## config.mk

```make
export PLATFORM = sky130hd
export DESIGN_NAME = conv_window_rx
export DESIGN_NICKNAME = d
export VERILOG_FILES = /design/src/rtl/conv_window_rx.sv
export SDC_FILE = /design/constraint.sdc
export NUM_CORES = 1
export LEC_CHECK = 0
export CAP_MARGIN = 10
export CORE_ASPECT_RATIO = 0.7
export CORE_MARGIN = 4
export CORE_UTILIZATION = 49
export DETAILED_ROUTE_END_ITERATION = 10
export PLACE_DENSITY = 0.79
export SETUP_SLACK_MARGIN = 0.2
export SYNTH_ARGS = -nofsm -noshare
export SYNTH_HDL_FRONTEND = slang
export SYNTH_SLANG_ARGS = --single-unit
```

## constraint.sdc

```tcl
create_clock -name clk -period 1.95 [get_ports clk]
set_input_delay 0.39 -clock clk [delete_from_list [all_inputs] [get_ports clk]]
set_output_delay 0.39 -clock clk [all_outputs]
set_load 0.05 [all_outputs]
```

## src/rtl/conv_window_rx.sv

```systemverilog
// Sliding-window receiver: shifts accepted samples into a TAPS-deep window and
// presents it with a valid/ready handshake every STRIDE new samples.
module conv_window_rx #(
  parameter int DATA_W = 8,
  parameter int TAPS   = 3,
  parameter int STRIDE = 1
) (
  input  logic                     clk,
  input  logic                     rst,
  input  logic                     en,
  input  logic [DATA_W-1:0]        in,
  input  logic                     clr,
  input  logic                     rd_ready,
  output logic                     win_valid,
  output logic [TAPS*DATA_W-1:0]   win_data,
  output logic [15:0]              win_count,
  output logic                     overrun
);

  localparam int CNT_W = $clog2(TAPS + 1);
  localparam logic [CNT_W-1:0] TAPS_M1   = CNT_W'(TAPS - 1);
  localparam logic [CNT_W-1:0] STRIDE_M1 = CNT_W'(STRIDE - 1);

  localparam logic [1:0] FILL = 2'd0;
  localparam logic [1:0] STEP = 2'd1;
  localparam logic [1:0] HOLD = 2'd2;

  logic [1:0]             state;
  logic [CNT_W-1:0]       fill_cnt;
  logic [CNT_W-1:0]       stride_cnt;
  logic [TAPS*DATA_W-1:0] shifted;

  // Newest sample enters the top slice; slice 0 (oldest) falls off the bottom.
  assign shifted = {in, win_data[TAPS*DATA_W-1:DATA_W]};

  // NOTE: every register here uses <= so all updates within an edge see the
  // pre-edge values; blocking assignments would make the order of lines matter.
  always_ff @(posedge clk or negedge rst) begin
    if (!rst) begin
      state      <= FILL;
      fill_cnt   <= '0;
      stride_cnt <= '0;
      win_valid  <= 1'b0;
      win_data   <= '0;
      win_count  <= '0;
      overrun    <= 1'b0;
    end else if (clr) begin
      // Restart the fill only; window contents are overwritten before reuse.
      state      <= FILL;
      fill_cnt   <= '0;
      stride_cnt <= '0;
      win_valid  <= 1'b0;
    end else begin
      case (state)
        FILL: begin
          if (en) begin
            win_data <= shifted;
            fill_cnt <= fill_cnt + 1'b1;
            if (fill_cnt == TAPS_M1) begin
              state     <= HOLD;
              win_valid <= 1'b1;
            end
          end
        end
        STEP: begin
          if (en) begin
            win_data   <= shifted;
            stride_cnt <= stride_cnt + 1'b1;
            if (stride_cnt == STRIDE_M1) begin
              state     <= HOLD;
              win_valid <= 1'b1;
            end
          end
        end
        HOLD: begin
          if (rd_ready) begin
            win_count <= win_count + 16'd1;
            if (en) begin
              // Handshake and new sample on the same edge: the sample opens
              // the next stride, which for STRIDE=1 is already complete.
              win_data   <= shifted;
              stride_cnt <= CNT_W'(1);
              if (STRIDE == 1) begin
                state     <= HOLD;
                win_valid <= 1'b1;
              end else begin
                state     <= STEP;
                win_valid <= 1'b0;
              end
            end else begin
              stride_cnt <= '0;
              state      <= STEP;
              win_valid  <= 1'b0;
            end
          end else if (en) begin
            overrun <= 1'b1;
          end
        end
        default: begin
          state     <= FILL;
          fill_cnt  <= '0;
          win_valid <= 1'b0;
        end
      endcase
    end
  end

endmodule
```

==> results.py <==
metrics = {
    "power_and_ir_drop": {
        "vdd_ir_drop_max_v": 0.000751,
        "power.static_leakage_nw": 1.54,
        "power.density_nw_per_um2": 1090,
    },
    "routing": {
        "finalWirelength_um": 4250,
        "vias_per_cell": 5.01,
        "drc": 0,
        "drt_iter0_markers": 48,
        "drtAntennaViolNets": 0,
        "vias": 1447,
        "firstDrtPassIters": 4,
        "avgRoutedWirePerCell_um": 14.7,
    },
    "worst_setup_path": {
        "crit_type": "flip-flop to flip-flop",
        "crit_cells": 5,
        "cp_slowest_stage_delay_ps": 470,
        "setup.worst_path.start_class": "flip-flop",
        "cp_cell_sequence": "inv_4 -> ha_2 -> nand2b_1 -> or3b_2 -> a21oi_1",
        "worstPathArrival_ps": 1890,
        "ff2ff_path_depth": 5,
        "cp.required_ps": 2170,
        "crit_family": "simple AND/OR/NAND/NOR gates",
        "crit_slowest_cell": "dfrtp_2",
        "critPathBufInv": 1,
        "end_kind": "flip-flop",
        "crit_path_max_fanout": 5,
        "reg2reg_slack_ps": 290,
    },
    "synth": {
        "seq_area_frac_synth_pct": 52.4,
        "synth-simple-area-share_pct": 13.2,
        "synth_edf_count": 0,
        "synth-xor-area-share_pct": 6.19,
        "synth_seq_cells": 47,
        "synthArstFlopShare_pct": 100,
        "synth_cells": 165,
        "synth_top_family_by_area": "multiplexers",
        "syn_avg_cell_area_sq_um": 13.6,
        "yosys.area_share.adder_pct": 5.02,
        "yosysWarningCount": 0,
        "syn_nets": 187,
        "synth_compound_area_share_pct": 3.85,
        "ys.flop_type": "dfrtp_1",
        "synthMuxAreaShare_pct": 16.8,
        "syn_area_sq_um": 2240,
        "ys_types": 40,
    },
    "clock_tree": {
        "path_clk_slew_ps": 90,
        "ctsHoldBuffers": 0,
        "clock-root-buffer": "clkbuf_8",
        "cts_max_level": 2,
        "clk-insertion-delay-late_ps": 290,
        "clock-sinks": 47,
        "clk_path_buf_depth": 2,
        "numCtsBuffers": 5,
        "cts_tree": "done",
    },
    "cells_and_area": {
        "nets": 256,
        "final_cell_mix": "dfrtp_1, dlygate4sd2_1, mux2_4, buf_4, clkdlybuf4s50_1",
        "drive_above_1_share_pct": 33.8,
        "final_cells": 289,
        "final_common_cell": "dfrtp_1",
        "diodes": 0,
        "multi_input_area_sq_um": 1040,
        "syn2layout_area_growth_pct": 33.2,
        "seqCellArea_sq_um": 1180,
        "n_fill_cell": 338,
    },
    "sta": {
        "finalSetupTns_ps": 0,
        "min_period_ps": 1660,
        "fin_crit_sh_pct": 85.3,
        "clock_skew_ps": 7.22,
        "worstMarginPinSlew_ps": 515,
        "fmax_ghz": 0.601,
        "slew_headroom_pct": 65.8,
        "hold_viol": 0,
        "rsz0062_at_grt": "false",
        "setup_viol_count_final": 0,
        "slew_violations": 0,
    },
    "placed_design": {
        "gp_congestion": 0.835,
        "hpwl_um": 3250,
        "dp.cells": 280,
        "port_buffers": 54,
    },
    "floorplan": {
        "die-width_um": 88.9,
        "die_area_sq_um": 5740,
        "dieHeight_um": 64.6,
        "core-area_sq_um": 4380,
        "fp-row-count": 20,
        "ios": 55,
        "initial_core_util_pct": 51.2,
    },
    "global_route": {
        "grt_max_degree": 30,
        "track_usage_pct": 16.0,
        "antenna_found_initial": 0,
        "grt_pass1_wl_um": 7150,
        "grt_remaining_overflow": 0,
        "grt_pass1_vias": 1489,
    },
    "min_path": {
        "hp-class": "input pin to asynchronous set/reset pin",
    },
    "status": {
        "status": "finished, final reports clean",
    },
    "flow_run": {
        "max_cap_violations": 0,
    },
}
## power breakdown
group          total, mW  internal (mW)  switching (mW)
clock              0.589          0.279           0.310
sequential          1.32           1.17           0.151
combinational       1.36          0.484           0.873
total               3.27           1.94            1.33
## repair_timing
| action | in CTS | in global routing |
|---|---|---|
| gates resized for setup | 31 | 7 |
| buffers inserted | 0 | 2 |
| endpoints found under the setup margin | 33 | 38 |
## state kept, by name (all words and copies together), names as in the netlist
signal / cells
win_data: 24
win_count: 16
state: 1
overrun: 1
win_valid: 1
stride_cnt: 2
fill_cnt: 2
## synthesized netlist by cell type (all sizes together), types with 3 or more instances
cell	number	area share [%]
nand4	4	1.4
dfrtp	47	52
a21oi	3	0.84
xnor2	8	3.1
nand3	5	1.1
mux2	25	16
nand2	11	2.0
and3	3	0.84
ha	9	5.0
nand2b	3	0.95
buf	3	1.5
xor2	7	3.1
nor2	8	1.3
inv	6	1.0
## path summary, 6_finish.rpt
kind | startpoint | end
worst max-delay path | state[0] | fill_cnt[1]
worst min-delay path | rst | win_count[3]
worst max register to register | state[0] | fill_cnt[1]
worst min register to register | win_count[15] | win_count[15]
max in group asynchronous | rst | win_count[8]
min in group clk | win_count[15] | win_count[15]
## logic make-up (layout without fill, tap and decap cells)
| family | count (synthesis) | count (layout) |
|---|---|---|
| adders and majority gates | 9 | 9 |
| muxes | 27 | 27 |
| AOI/OAI and AO/OA | 11 | 11 |
| and+or+nand+nor | 47 | 47 |
| DFF | 47 | 47 |
| xor gates and xnor gates | 15 | 15 |
| buffers and inverters | 9 | 78 |
## stage by stage
step	cell area (sq um)	worst slack, ps	hold slack, ps	utilization, %	power (mW)
after floorplan	2250	216	94.4	-	2.30
after global placement	2890	64.4	359	66.1	2.77
after detailed placement	2890	55.5	361	66.1	2.81
after CTS	2950	215	39.0	67.3	3.29
after global routing	2990	221	59.1	68.2	3.43
final	2990	287	27.6	68.2	3.27
## routing by layer
metal	GRT usage (%)	vias to the layer above	wire length, um
met2	23.6	48	1840
met5	0	-	0
met3	5.59	2	345
li1	-	705	-
met4	3.96	0	11
met1	22.5	692	2060
## area by class of cell
type | instances | share of cell area, %
flip-flops and latches | 47 | 39.4
inverters | 6 | 0.838
clock buffers | 6 | 2.76
clock inverters | 1 | 0.168
well taps | 55 | 2.30
multi-input cells | 109 | 34.8
repair buffers | 65 | 19.7
## worst reg2reg max path, stage by stage (launching register included)
cell	delay, ps
dfrtp_2	470
inv_4	100
ha_2	280
nand2b_1	150
or3b_2	440
a21oi_1	150
Power figures use the tool's default switching activity.
